--- src/rtl/agen_lsu_pipe.sv ---
// AGEN-to-LSU elastic pipeline: DEPTH stages of LANES lockstep lanes with in-flight branch squash/resolve.
// Optional AGEN_LSU_VERIFY_EN: zero the payload of every lane whose valid is 0.
module agen_lsu_pipe #(
   parameter int PKT_W           = 96,
   parameter int CHECKPOINTS     = 8,
   parameter int CHECKPOINTS_LOG = 3,
   parameter int LANES           = 2,
   parameter int DEPTH           = 2
) (
   input  logic                                      clk,
   input  logic                                      reset,
   input  logic                                      ctrlMispredict_i,
   input  logic [CHECKPOINTS_LOG-1:0]                ctrlSMTid_i,
   input  logic                                      ctrlResolve_i,
   input  logic [CHECKPOINTS_LOG-1:0]                ctrlResolveId_i,
   input  logic [LANES*(CHECKPOINTS+PKT_W)-1:0]      exePacket_i,
   input  logic [LANES-1:0]                          exePacketValid_i,
   output logic                                      agenReady_o,
   output logic [LANES*(CHECKPOINTS+PKT_W)-1:0]      agenPacket_o,
   output logic [LANES-1:0]                          agenPacketValid_o,
   input  logic                                      lsuReady_i
);

   localparam int LW = CHECKPOINTS + PKT_W;
   localparam int DW = LANES * LW;

   // Handshake: a beat moves across a boundary on a rising edge when the sender
   // holds any valid lane and the receiver is ready; ready never depends on the
   // sender's valid, and the sender must hold its beat until it sees ready.

   logic [DEPTH-1:0][LANES-1:0] r_valid;
   logic [DEPTH-1:0][DW-1:0]    r_data;

   logic [DEPTH-1:0][LANES-1:0] w_eff;
   logic [DEPTH-1:0][DW-1:0]    w_res;
   logic [DEPTH:0][LANES-1:0]   w_src_v;
   logic [DEPTH:0][DW-1:0]      w_src_d;
   logic [DEPTH-1:0]            w_occ;
   logic [DEPTH-1:0]            w_adv;
   logic [DEPTH:0]              w_go;
   logic [DEPTH-1:0][LANES-1:0] w_nxt_v;
   logic [DEPTH-1:0][DW-1:0]    w_nxt_d;
   logic [CHECKPOINTS-1:0]      w_keep;
   logic [LANES-1:0]            w_kill_mask;

   function automatic logic [LANES-1:0] f_hit(input logic [DW-1:0] d,
                                             input logic [CHECKPOINTS_LOG-1:0] id);
      logic [LANES-1:0]       h;
      logic [CHECKPOINTS-1:0] m;
      h = '0;
      for (int l = 0; l < LANES; l++) begin
         m    = d[l*LW+PKT_W +: CHECKPOINTS];
         h[l] = m[id];
      end
      return h;
   endfunction

   function automatic logic [DW-1:0] f_clr(input logic [DW-1:0] d,
                                          input logic [CHECKPOINTS-1:0] keep);
      logic [DW-1:0] r;
      r = d;
      for (int l = 0; l < LANES; l++) begin
         r[l*LW+PKT_W +: CHECKPOINTS] = d[l*LW+PKT_W +: CHECKPOINTS] & keep;
      end
      return r;
   endfunction

   always_comb begin
      w_keep      = ctrlResolve_i ? ~(CHECKPOINTS'(1) << ctrlResolveId_i) : '1;
      w_kill_mask = {LANES{ctrlMispredict_i}};
      w_eff       = '0;
      w_res       = '0;
      w_occ       = '0;
      w_adv       = '0;
      w_go        = '0;
      w_nxt_v     = '0;
      w_nxt_d     = '0;

      // Squash uses the pre-resolve mask, so a mispredict beats a same-id resolve.
      w_src_v[0] = exePacketValid_i & ~(f_hit(exePacket_i, ctrlSMTid_i) & w_kill_mask);
      w_src_d[0] = f_clr(exePacket_i, w_keep);
      for (int k = 0; k < DEPTH; k++) begin
         w_eff[k]     = r_valid[k] & ~(f_hit(r_data[k], ctrlSMTid_i) & w_kill_mask);
         w_res[k]     = f_clr(r_data[k], w_keep);
         w_occ[k]     = |w_eff[k];
         w_src_v[k+1] = w_eff[k];
         w_src_d[k+1] = w_res[k];
      end

      // Occupancy is taken after this cycle's squash, so a fully squashed stage frees its slot now.
      w_go[DEPTH] = lsuReady_i;
      for (int k = DEPTH-1; k >= 0; k--) begin
         w_adv[k] = w_occ[k] & w_go[k+1];
         w_go[k]  = ~w_occ[k] | w_adv[k];
      end

      for (int k = 0; k < DEPTH; k++) begin
         if (w_go[k]) begin
            w_nxt_v[k] = w_src_v[k];
            w_nxt_d[k] = w_src_d[k];
         end else begin
            w_nxt_v[k] = w_eff[k];
            w_nxt_d[k] = w_res[k];
         end
`ifdef AGEN_LSU_VERIFY_EN
         for (int l = 0; l < LANES; l++) begin
            if (!w_nxt_v[k][l]) w_nxt_d[k][l*LW +: LW] = '0;
         end
`endif
      end
   end

   always_ff @(posedge clk or negedge reset) begin
      if (!reset) begin
         r_valid <= '0;
         r_data  <= '0;
      end else begin
         r_valid <= w_nxt_v;
         r_data  <= w_nxt_d;
      end
   end

   assign agenReady_o       = w_go[0];
   assign agenPacket_o      = r_data[DEPTH-1];
   assign agenPacketValid_o = w_eff[DEPTH-1];

endmodule

--- config.mk ---
export PLATFORM = sky130hd
export DESIGN_NAME = agen_lsu_pipe
export DESIGN_NICKNAME = d
export VERILOG_FILES = /design/src/rtl/agen_lsu_pipe.sv
export SDC_FILE = /design/constraint.sdc
export NUM_CORES = 1
export LEC_CHECK = 0
export ABC_AREA = 1
export BUFFER_PORTS_ARGS = -buffer_cell sky130_fd_sc_hd__buf_4
export CORE_UTILIZATION = 44
export CTS_CLUSTER_SIZE = 10
export DETAILED_ROUTE_END_ITERATION = 16
export PLACE_DENSITY = 0.72
export SYNTH_ARGS = -nofsm -noshare
export SYNTH_HDL_FRONTEND = slang
export SYNTH_SLANG_ARGS = --single-unit
--- constraint.sdc ---
create_clock -name clk -period 1.8 [get_ports clk]
set_clock_uncertainty 0.15 [all_clocks]
set_input_delay 0.09 -clock clk [delete_from_list [all_inputs] [get_ports clk]]
set_output_delay 0.09 -clock clk [all_outputs]
set_load 0.05 [all_outputs]
# [Word-level counts from Yosys, hierarchy flattened]
# Cells that the tools add are included.
[totals] out_inout_bits=211 reg_bits=420 word_cells=49
[op_classes] n_reduce_logical=2 n_shift=1 magnitude_cmp=1 n_mux=17 bitwise=22
[ops] op="2-to-1 mux 208 bit" count=2
[ops] op="bitwise AND 8 bit" count=6
[ops] op="binary-select mux 1 bit (select 3 bit)" count=6
[ops] op="bitwise AND 2 bit" count=6
[ops] op="2-to-1 mux 8 bit" count=1
[ops] op="NOT 8 bit" count=1
[ops] op="<< shifter 1 x 3 -> 8 bit (first input constant)" count=1
[ops] op="2-to-1 mux 1 bit" count=6
[ops] op="NOT 2 bit" count=3
[ops] op="< comparator 3 x 4 -> 1 bit (second input constant)" count=1
[ops] op="2-to-1 mux 2 bit" count=2
[ops] op="OR reduction 2 bit" count=2
[ops] op="bitwise AND 1 bit" count=2
[ops] op="NOT 1 bit" count=2
[ops] op="bitwise OR 1 bit" count=2

# [Longest topological paths before layout]
# Gate-level depths: netlist (run 1).
[logic_depth] depth_word=11 depth_mapped=13 ltp_nobuf=11

# [Worst setup path after synthesis (run 1)]
# No wires, ideal clock.
[synth_path] path_kind="register -> register" startpoint="reg r_data, in the netlist agenPacket_o[205]" endpoint="reg r_data[100] in the netlist's numbering" stages_incl_launch_ff=12 t_arrival_ns=1.746 slack_ns=-0.163 required_ns=1.583 path_buffers=1 path_cell_list="dfrtp_1 > inv_1 > nand2_1 > nand3_1 > nand3_1 > nand3_1 > nand3_1 > nand2_2 > nand2_1 > clkbuf_1 > nand2_1 > nand2_1"
[synth_rtl] element="start, declared" line="32" text="logic [DEPTH-1:0][DW-1:0] r_data;"
[synth_rtl] element="start signal, assigned" line="119" text="r_data <= w_nxt_d;"

# [Final worst setup path (run 1)]
[layout_path] startpoint="reg r_data[102] in the netlist's numbering" endpoint="out agenReady_o"
[layout_via] elab_chain_cells=8 elab_cells_between_ends=9 cone_classes="mux: 2; bitwise: 6; reduce/logical: 1"
[layout_rtl] element="binary-select mux 1 bit (select 3 bit) (*)" line="53" text="h[l] = m[id];"
[layout_rtl] element="2-to-1 mux 1 bit (not written as such) (*)" line="53"
[layout_rtl] element="bitwise AND 2 bit (*)" line="83" text="w_eff[k] = r_valid[k] & ~(f_hit(r_data[k], ctrlSMTid_i) & w_kill_mask);"
[layout_rtl] element="NOT 2 bit (*)" line="83"
[layout_rtl] element="bitwise AND 2 bit (*)" line="83"
[layout_rtl] element="OR reduction 2 bit (*)" line="85" text="w_occ[k] = |w_eff[k];"
[layout_rtl] element="bitwise AND 1 bit or NOT 1 bit (tied branches)" line="93, 94"
[layout_rtl] element="bitwise OR 1 bit (*)" line="94" text="w_go[k] = ~w_occ[k] | w_adv[k];"
[layout_rtl] element="end, declared" line="18" text="output logic agenReady_o,"
# Every way passes the cells marked *; elsewhere a longest branch is shown, timed or not. The select of a mux whose other input is x is not followed.

==> results of run 1 <==
## layer usage
layer,up-vias,wire length [um]
met5,-,0
met4,0,2650
met3,178,4380
met2,796,28000
met1,8027,22300
li1,7625,-
## final cells by class
cell class	instances	area, um2
tap	532	666
antenna	3	7.51
fill	3155	15300
sequential	420	10500
inverter	66	255
multi-input combinational	1391	5730
timing repair buffer	794	7500
clock buffer	58	1270
clock inverter	3	40.0
## registers in the layout, indices dropped and copies added (netlist names)
signal / count
agenPacket_o: 208
r_valid: 4
r_data: 208
## logic make-up after synthesis
kind of cell    share of synthesized area, %
buf+inv                                 13.5
flops                                   56.5
simple gates                            29.3
compound gates                         0.740
## cells in the final DEF (no fill, tap or decap), types with 3 or more instances in the layout
cell                               n
sky130_fd_sc_hd__diode_2           3
sky130_fd_sc_hd__dlygate4sd3_1   240
sky130_fd_sc_hd__dfrtp_1         420
sky130_fd_sc_hd__clkbuf_16        52
sky130_fd_sc_hd__inv_2             8
sky130_fd_sc_hd__buf_12           33
sky130_fd_sc_hd__nand3_1         242
sky130_fd_sc_hd__inv_1            57
sky130_fd_sc_hd__nand2_2           7
sky130_fd_sc_hd__nand2_1        1058
sky130_fd_sc_hd__nand3_4           3
sky130_fd_sc_hd__buf_4           489
sky130_fd_sc_hd__nor2_1           43
sky130_fd_sc_hd__bufbuf_16         7
sky130_fd_sc_hd__buf_16           12
sky130_fd_sc_hd__o21ai_0          10
sky130_fd_sc_hd__o211ai_1          5
sky130_fd_sc_hd__buf_6             5
sky130_fd_sc_hd__clkbuf_1          8
sky130_fd_sc_hd__buf_8             5
sky130_fd_sc_hd__a21oi_1           8
sky130_fd_sc_hd__nand3_2           9
## power breakdown
group / switching (mW) / internal (mW) / total (mW)
Clock: 3.63 / 5.02 / 8.65
Sequential: 1.68 / 12.1 / 13.7
Combinational: 11.9 / 5.95 / 17.8
Total: 17.2 / 23.0 / 40.2
## worst max-delay path, cell delays in order, from the launching register on
cell	delay, ps
sky130_fd_sc_hd__dfrtp_1	380
sky130_fd_sc_hd__o211ai_1	230
sky130_fd_sc_hd__nand3_2	120
sky130_fd_sc_hd__nand3_2	120
sky130_fd_sc_hd__nand2_2	90
sky130_fd_sc_hd__nand2_4	110
sky130_fd_sc_hd__nand2_8	50
sky130_fd_sc_hd__buf_8	120
sky130_fd_sc_hd__buf_8	140
## timing repair
item,CTS,global route
pin swaps,13,12
gates resized for setup,50,19
buffers inserted,11,4
hold buffers,239,2
setup endpoints to repair,421,423
gates cloned,11,3
hold endpoints to repair,648,4
## per-stage QoR
step	TNS, ps	utilization [%]	instances	power [mW]	setup slack, ps
6_report	-76980	62.9	3267	40.2	-354
5_1_grt	-123150	62.9	3267	42.1	-442
4_1_cts	-81060	62.5	3256	40.0	-339
3_5_place_dp	-43230	52.0	2934	29.9	-193
3_3_place_gp	-36450	52.0	2934	29.6	-166
2_1_floorplan	0	-	2205	26.3	81.0
## worst max path at each step
stage                 startpoint          end  slack (ps)  depth (start not counted)
3_3_place_gp         r_data[201]   r_data[37]        -170                         11
5_1_grt         agenPacket_o[99]  agenReady_o        -440                         10
2_1_floorplan  agenPacket_o[205]  r_data[100]          80                         11
4_1_cts              r_data[206]  agenReady_o        -340                          8
6_report             r_data[102]  agenReady_o        -350                          8
3_5_place_dp      ctrlSMTid_i[0]  r_data[119]        -190                         13
==> metrics.cfg, run 1 <==
[worst_setup_path]
req_time_crit_path_ps=1560
cell_depth_of_the_worst_flop_to_flop_path=13
worst_setup_path_start_kind=flip-flop
crit_type=reg -> out
timing.rr.start=agenPacket_o[97]
setup.reg_to_reg.worst_slack_ps=-340
arrival_ps=1910
path_max_fanout=2
worst_setup_end_kind=primary output
worst_r2r_endpoint=agenPacket_o[76]

[cells_and_area]
layout.nets=2943
layout-drive-gt1-share_pct=23.4
final_area_um2=26000
syn_to_final_growth_pct=39.6

[logic_synthesis]
synth_top_cells_by_area=sky130_fd_sc_hd__dfrtp_1 56%, sky130_fd_sc_hd__nand2_1 22%, sky130_fd_sc_hd__buf_4 8.8%
synth_top_cells_by_count=1068 x sky130_fd_sc_hd__nand2_1, 420 x sky130_fd_sc_hd__dfrtp_1, 254 x sky130_fd_sc_hd__nand3_1, 218 x sky130_fd_sc_hd__buf_4, 81 x sky130_fd_sc_hd__buf_2
synth-seq-area-share_pct=56.5
yosysMostFrequentCell=sky130_fd_sc_hd__nand2_1
synth_cell_area_um2=18600
synth.top_cell.area_share_pct=56.5
post-synth-top-area-cell=sky130_fd_sc_hd__dfrtp_1
syn_area_per_cell_um2=8.44
yosys_warnings=0
synthesized_netlist_net_count=2426
count_of_mapped_cells_out_of_synthesis=2205
synth_seq_cells=420
async_set_or_reset_flop_fraction_in_the_synthesized_netlist_pct=100
synth_enable_flop_cells=0
post_synth_num_cell_types=16
dominantRegCellSynth=sky130_fd_sc_hd__dfrtp_1

[clock_network]
cts-root-buf=sky130_fd_sc_hd__clkbuf_16
cts_tree=yes
clkSlewWorstSetupHoldPaths_ps=60
clkSinkCount=420
ctsLongestPathBuffers=3
clock_tree.htree_level_count=2
insertion_delay_ps=560
cts_inserted_buffers=49

[floorplanning]
die_wd_um=208
die_h_um=208
core.rowCount=74
io_pins=432
coreArea_um2=41300
design.die.area_um2=43100
initial_core_util_pct=45.1

[timing]
slew_headroom_pct=67.6
grt_setup_unrepaired=true
fmax_mhz=464
final_max_slew_viol_count=0
hold_slack_ps=61.4
setup_viol=422
report.final.hold_viol_count=0
setup_slack_ps=-354
finalCritPeriodShare_pct=120
worst_pin_slew_ps=485
finalCriticalPeriod_ps=2150

[grt]
peak_usage_layer_in_the_global_routing_report=met2
grt_util_all_layers_pct=26.3
grt_util_met1_pct=32.1
antenna_found_initial=4
grt.met2_usage_pct=44.0
grt.met3_usage_pct=5.89
grt_max_degree=62
grt_pass1_wl_um=90900
grt_remaining_overflow=0
via_count_of_the_first_global_routing_pass=17100

[detailed_routing]
detailedRoute.firstIterationViolations=1723
remaining_drc_errors=0
antenna_left=0
wirelength_um=57300
avgViaCountPerCell=5.09
drt_first_pass_iters=5
routed_wire_length_per_instance_um=17.5
vias_after_detailed_routing=16600

[run]
timing.max_cap.violations=0

[placed_design]
hpwlAfterDp_um=33700
numPortBuffers=431
globalplace.congestion=0.903
post_dp_cell_area_um2=21500

[hold_path]
hp-class=in -> reg
worstHoldEndpoint=r_valid[3]
hold_start=ctrlSMTid_i[2]
hold_path_depth=6

[outcome]
status=finished, violations left
violated_checks=setup timing

[power]
power.density_nw_per_um2=1550
vdd.ir_drop.worst_mv=1.46
power.static_leakage_nw=13.9

Note: power is estimated with default switching activity, not from simulation.
==> inputs of run 2 (changes only) <==
- clock period: 1.8 -> 2.4 ns (I/O delays scaled with it)
==> run 2 against run 1 <==
Compared with the run above: the run now ends clean; via count decreased by 4.1%; die area unchanged; non-clock buffer count decreased by 80; final cell count decreased by 2.5%; cell area decreased by 5.0%; global-route usage decreased by 1.8 points; wire length decreased by 7.3%; clock power decreased by 25%.
==> metrics.cfg, run 2 (synthesis results as in run 1) <==
[detailed_routing]
antenna_left=0
avgViaCountPerCell=5.01
dr.max_layer_used=met5
drt_first_pass_iters=6
wirelength_um=53200
detailedRoute.firstIterationViolations=1321
route.met3.wl_um=3650
vias_after_detailed_routing=15900
remaining_drc_errors=0
m1WireLength_um=21300
met2_wirelength_um=25600
routed_wire_length_per_instance_um=16.7

[timing]
grt_setup_unrepaired=false
fmax_mhz=435
setup_viol=0
setup_slack_ps=99.9
finalCriticalPeriod_ps=2300
slew_headroom_pct=56.2
final_max_slew_viol_count=0
report.final.hold_viol_count=0
timing.setup.tns_ps=0
worst_pin_slew_ps=658
finalCritPeriodShare_pct=95.8

[worst_setup_path]
worst_setup_path_start_kind=flip-flop
slowest_delay_ps=370
crit_buf_inv=2
critPathSlowestCell=sky130_fd_sc_hd__dfrtp_1
arrival_ps=2030
cp_top_family=simple AND/OR/NAND/NOR gates
req_time_crit_path_ps=2130
critical_path.startpoint=r_data[207]
worst_setup_end_kind=primary output
crit_chain=inv_1 > nand2_1 > o211ai_1 > nand3_1 > nand3_1 > nand2_1 > nand2_4 > nand2_8 > buf_6
timing.rr.start=r_data[207]
crit_type=reg -> out
path_max_fanout=15

[power]
power.static_leakage_nw=13.2
seq_power_share_pct=35.9
total_switching_power_mw=12.5
power.density_nw_per_um2=1170
power.combinational.fraction_pct=41.7
p_int_mw=16.3
vdd.ir_drop.worst_mv=0.885
power_switching_share_pct=43.4
p_clk_share_pct=22.5

[clock_network]
cts-root-buf=sky130_fd_sc_hd__clkbuf_16
cts_inserted_buffers=48
ctsLongestPathBuffers=3
insertion_delay_ps=570
clock_tree.htree_level_count=2
clkSinkCount=420
clkSlewWorstSetupHoldPaths_ps=50
cts_tree=yes

[grt]
grt_max_degree=135
grt_util_all_layers_pct=24.5
grt_pass1_wl_um=85100
via_count_of_the_first_global_routing_pass=16100
antenna_found_initial=4
grt_remaining_overflow=0

[floorplanning]
io_pins=432
design.die.area_um2=43100
die_wd_um=208
die_h_um=208
coreArea_um2=41300
core.rowCount=74
initial_core_util_pct=45.1

[outcome]
status=finished, final reports clean

[placed_design]
dpl_worst_slack_ps=118
hpwlAfterDp_um=32100
globalplace.congestion=0.873
numPortBuffers=431

[cells_and_area]
highest_count_cells_in_the_layout_ignoring_fill_and_taps=1066 x sky130_fd_sc_hd__nand2_1, 450 x sky130_fd_sc_hd__buf_4, 420 x sky130_fd_sc_hd__dfrtp_1
final_common_cell=sky130_fd_sc_hd__nand2_1
layout-drive-gt1-share_pct=20.3
syn_to_final_growth_pct=32.6
final_standard_cell_utilization_of_the_core_pct=59.7
layout.nets=2862

[run]
timing.max_cap.violations=0

[hold_path]
hp-class=in -> reg
hold_start=ctrlResolve_i

-- run 2: changes by cell type in the layout (fill, tap and decap cells not counted), sizes merged --
cell         before  now
buf             544  477
bufbuf            7    0
clkbuf           61   58
dlygate4sd3     240  237
bufinv            1    0
clkinv            2    1
-- run 2: final timing paths --
check                                    end  slack, ps  cells after the start
setup / recovery                 agenReady_o        100                      9
hold / removal             agenPacket_o[205]         60                      6
setup reg to reg                 r_data[115]        170                     10
hold reg to reg            agenPacket_o[172]        310                      2
max in group asynchronous  agenPacket_o[195]       1550                      3
min in group asynchronous        r_data[199]        120                      3
-- run 2: what timing repair did --
item / CTS / global route
endpoints found under the setup margin: 1 / 1
pin swaps: 0 / 2
buffers inserted: 0 / 3
resized for setup: 3 / 1
hold endpoints to repair: 648 / 0
hold buffers: 238 / 0
-- run 2: layer usage --
layer / global-route usage [%] / vias up
met5: 0 / -
met1: 30.7 / 7599
met4: 13.2 / 2
met3: 4.86 / 175
li1: - / 7451
met2: 40.0 / 718
-- run 2: layout make-up --
cell class / instances / area, um2
fillers: 3354 / 16600
flip-flops and latches: 420 / 10500
repair buffers: 714 / 6280
multi-input cells: 1391 / 5630
clock buffers: 58 / 1300
well taps: 532 / 666
inverters: 66 / 253
clock inverters: 1 / 16.3
diodes: 3 / 7.51
-- run 2: power by group through the flow --
stage | Sequential, mW | Clock, mW | Combinational (mW)
after floorplan | 9.91 | 0 | 9.81
after global placement | 10.3 | 0 | 11.4
after detailed placement | 10.3 | 0 | 11.5
after CTS | 10.3 | 6.64 | 11.9
after global routing | 10.5 | 6.91 | 12.7
final | 10.3 | 6.47 | 12.0
-- run 2: through the flow --
| stage | cells | total power, mW | hold slack, ps | instance area [um2] |
|---|---|---|---|---|
| floorplan | 2205 | 19.7 | -326 | 18600 |
| global placement | 2882 | 21.7 | -35.8 | 20900 |
| detailed placement | 2882 | 21.9 | -30.6 | 20900 |
| CTS | 3179 | 28.8 | 9.08 | 24600 |
| global route | 3184 | 30.1 | 60.5 | 24700 |
| finish | 3185 | 28.8 | 62.4 | 24700 |
-- run 2: worst min-delay path: stages --
cell and delay (ps):
sky130_fd_sc_hd__buf_4 120, sky130_fd_sc_hd__nand2_1 120, sky130_fd_sc_hd__nor2_1 140, sky130_fd_sc_hd__inv_1 100, sky130_fd_sc_hd__nand3_1 80, sky130_fd_sc_hd__nand2_1 50
==> inputs of run 3 (changes only) <==
- ABC_AREA: 1 -> default
- CELL_PAD_IN_SITES_DETAIL_PLACEMENT: default -> 1
- CELL_PAD_IN_SITES_GLOBAL_PLACEMENT: default -> 1
- CORE_UTILIZATION: 44 -> 43
- PLACE_DENSITY: 0.72 -> 0.84
- clock period: 2.4 -> 2.5 ns (I/O delays scaled with it)
==> run 3 against run 2 <==
Compared with the run above: the run now ends with setup timing left; register-to-register slack got worse by 480 ps; synthesized cell count decreased by 44%; die area down 1.5%; first-iteration DRC count is 56% lower; flip-flop and latch count unchanged; clock power is 2% higher; sequential power down 5%; final cell count fell by 27%; clock-buffer cell count down 3; area after synthesis is 3.8% lower; core utilization increased by 1.5 points; global-route usage rose by 4.9 points; largest cell class unchanged; largest power group unchanged.
==> metrics.cfg, run 3 <==
[grt]
via_count_of_the_first_global_routing_pass=14400
grt_max_degree=76
grt_pass1_wl_um=92100
grt_util_all_layers_pct=29.4
antenna_found_initial=4
grt_remaining_overflow=0

[placed_design]
hpwlAfterDp_um=33200
numPortBuffers=431
globalplace.congestion=0.773

[logic_synthesis]
synth_top_cells_by_count=420 x sky130_fd_sc_hd__dfrtp_1, 361 x sky130_fd_sc_hd__mux2_2, 230 x sky130_fd_sc_hd__buf_4, 41 x sky130_fd_sc_hd__nand2_1, 27 x sky130_fd_sc_hd__mux2_1
synth_seq_cells=420
syn_area_per_cell_um2=14.4
simple_gate_area_share_of_the_yosys_netlist_pct=2.21
synth_top_family_by_area=multiplexers
dominantRegCellSynth=sky130_fd_sc_hd__dfrtp_1
yosys_warnings=0
synth-seq-area-share_pct=58.7
synthMuxAreaShare_pct=26.6
async_set_or_reset_flop_fraction_in_the_synthesized_netlist_pct=100
synth_enable_flop_cells=0
synth_cell_area_um2=17900
synth_compound_area_share_pct=1.72
count_of_mapped_cells_out_of_synthesis=1245
synthAdderAreaFrac_pct=0
synth.top_cell.area_share_pct=58.7
synthesized_netlist_net_count=1466
post-synth-top-area-cell=sky130_fd_sc_hd__dfrtp_1
yosysMostFrequentCell=sky130_fd_sc_hd__dfrtp_1
synth_top_cells_by_area=sky130_fd_sc_hd__dfrtp_1 59%, sky130_fd_sc_hd__mux2_2 23%, sky130_fd_sc_hd__buf_4 9.6%
post_synth_num_cell_types=27
post_synth_xor_area_fraction_pct=0

[worst_setup_path]
req_time_crit_path_ps=2230
path_max_fanout=2
arrival_ps=2580
worst_setup_path_start_kind=flip-flop
crit_type=reg -> out
worst_setup_end_kind=primary output

[timing]
finalCritPeriodShare_pct=114
worst_pin_slew_ps=722
fmax_mhz=351
setup_slack_ps=-351
slew_headroom_pct=51.9
finalCriticalPeriod_ps=2850
setup_viol=401
final_max_slew_viol_count=0
grt_setup_unrepaired=true
hold_slack_ps=31.2
report.final.hold_viol_count=0

[cells_and_area]
multi_input_area_um2=5850
layout-drive-gt1-share_pct=53.2
final-seq-area_um2=10500
layout.nets=2006
final_common_cell=sky130_fd_sc_hd__buf_4
fillCellCount=3775
highest_count_cells_in_the_layout_ignoring_fill_and_taps=487 x sky130_fd_sc_hd__buf_4, 420 x sky130_fd_sc_hd__dfrtp_1, 265 x sky130_fd_sc_hd__mux2_2
syn_to_final_growth_pct=40.0

[outcome]
violated_checks=setup timing
status=finished, violations left

[power]
power.total_mw=27.9
vdd.ir_drop.worst_mv=0.827
power.density_nw_per_um2=1120
power.static_leakage_nw=11.5

[clock_network]
clock_tree.htree_level_count=2
cts_inserted_buffers=49
insertion_delay_ps=570
cts-root-buf=sky130_fd_sc_hd__clkbuf_16
clkSlewWorstSetupHoldPaths_ps=60
cts_tree=yes
clkSinkCount=420
ctsLongestPathBuffers=3

[detailed_routing]
vias_after_detailed_routing=12100
wirelength_um=64100
routed_wire_length_per_instance_um=27.5
detailedRoute.firstIterationViolations=584
antenna_left=0
avgViaCountPerCell=5.19
drt_first_pass_iters=4
remaining_drc_errors=0

[hold_path]
hp-class=in -> async

[floorplanning]
coreArea_um2=40900
io_pins=432
die_wd_um=206
die_h_um=206
design.die.area_um2=42400
initial_core_util_pct=43.7
core.rowCount=74

[run]
timing.max_cap.violations=0

-- run 3: path summary, 6_finish.rpt --
kind,startpoint,end,slack [ps],cells past startpoint
max,agenPacket_o[96],agenReady_o,-350,8
min,reset,agenPacket_o[15],30,2
max reg2reg,agenPacket_o[96],r_data[152],-310,8
min reg2reg,agenPacket_o[164],agenPacket_o[164],350,1
max in group asynchronous,reset,r_data[164],1320,3
min in group clk,lsuReady_i,r_valid[2],130,5
-- run 3: layout make-up --
class,count,share of cell area (%)
well taps,532,2.66
multi-input cells,557,23.4
diodes,4,0.0399
repair buffers,753,26.5
clock buffers,55,5.19
clock inverters,4,0.235
inverters,4,0.0699
flip-flops and latches,420,41.9
-- run 3: power breakdown --
| group | switching [mW] | leakage, nW | internal [mW] | total [mW] |
|---|---|---|---|---|
| sequential | 1.30 | 4.91 | 8.51 | 9.81 |
| clock | 2.90 | 0.665 | 3.73 | 6.63 |
| combinational | 7.13 | 5.88 | 4.37 | 11.5 |
| total | 11.3 | 11.5 | 16.6 | 27.9 |
-- run 3: timing repair --
action | in CTS | in global routing
endpoints found under the setup margin | 243 | 389
hold buffers | 234 | 0
pin swaps | 4 | 1
gates resized for setup | 68 | 49
gates cloned | 1 | 1
endpoints found under the hold margin | 646 | 0
buffers inserted | 6 | 4
-- run 3: through the flow --
| step | setup slack [ps] | area, um2 | utilization, % | cells | TNS (ps) |
|---|---|---|---|---|---|
| finish | -351 | 25100 | 61.2 | 2329 | -68600 |
| CTS | -353 | 24800 | 60.6 | 2321 | -51260 |
| floorplan | 16.6 | 17900 | - | 1245 | 0 |
| global route | -434 | 25100 | 61.2 | 2329 | -100240 |
| detailed placement | -225 | 20800 | 50.8 | 2021 | -36690 |
| global placement | -149 | 20800 | 50.8 | 2021 | -24130 |
-- run 3: critical path: stages (launching register included) --
cell and delay, ps:
sky130_fd_sc_hd__dfrtp_1 400, sky130_fd_sc_hd__mux4_2 480, sky130_fd_sc_hd__or2_4 250, sky130_fd_sc_hd__a41o_1 200, sky130_fd_sc_hd__a22oi_2 270, sky130_fd_sc_hd__buf_12 150, sky130_fd_sc_hd__buf_12 100, sky130_fd_sc_hd__inv_4 30
sky130_fd_sc_hd__buf_8 140
-- run 3: kinds of logic after synthesis --
group | Yosys count
multiplexers | 418
flip-flops | 420
AND/OR/NAND/NOR | 88
buffers and inverters | 268
AO/OA/AOI/OAI | 51
-- run 3: layer usage --
metal / vias to the layer above / GRT usage (%) / part of all wire, %
met5: - / 0 / 0
li1: 5143 / - / -
met1: 6244 / 31.3 / 36
met4: 0 / 14.3 / 4.9
met3: 182 / 6.83 / 6.3
met2: 518 / 54.2 / 53
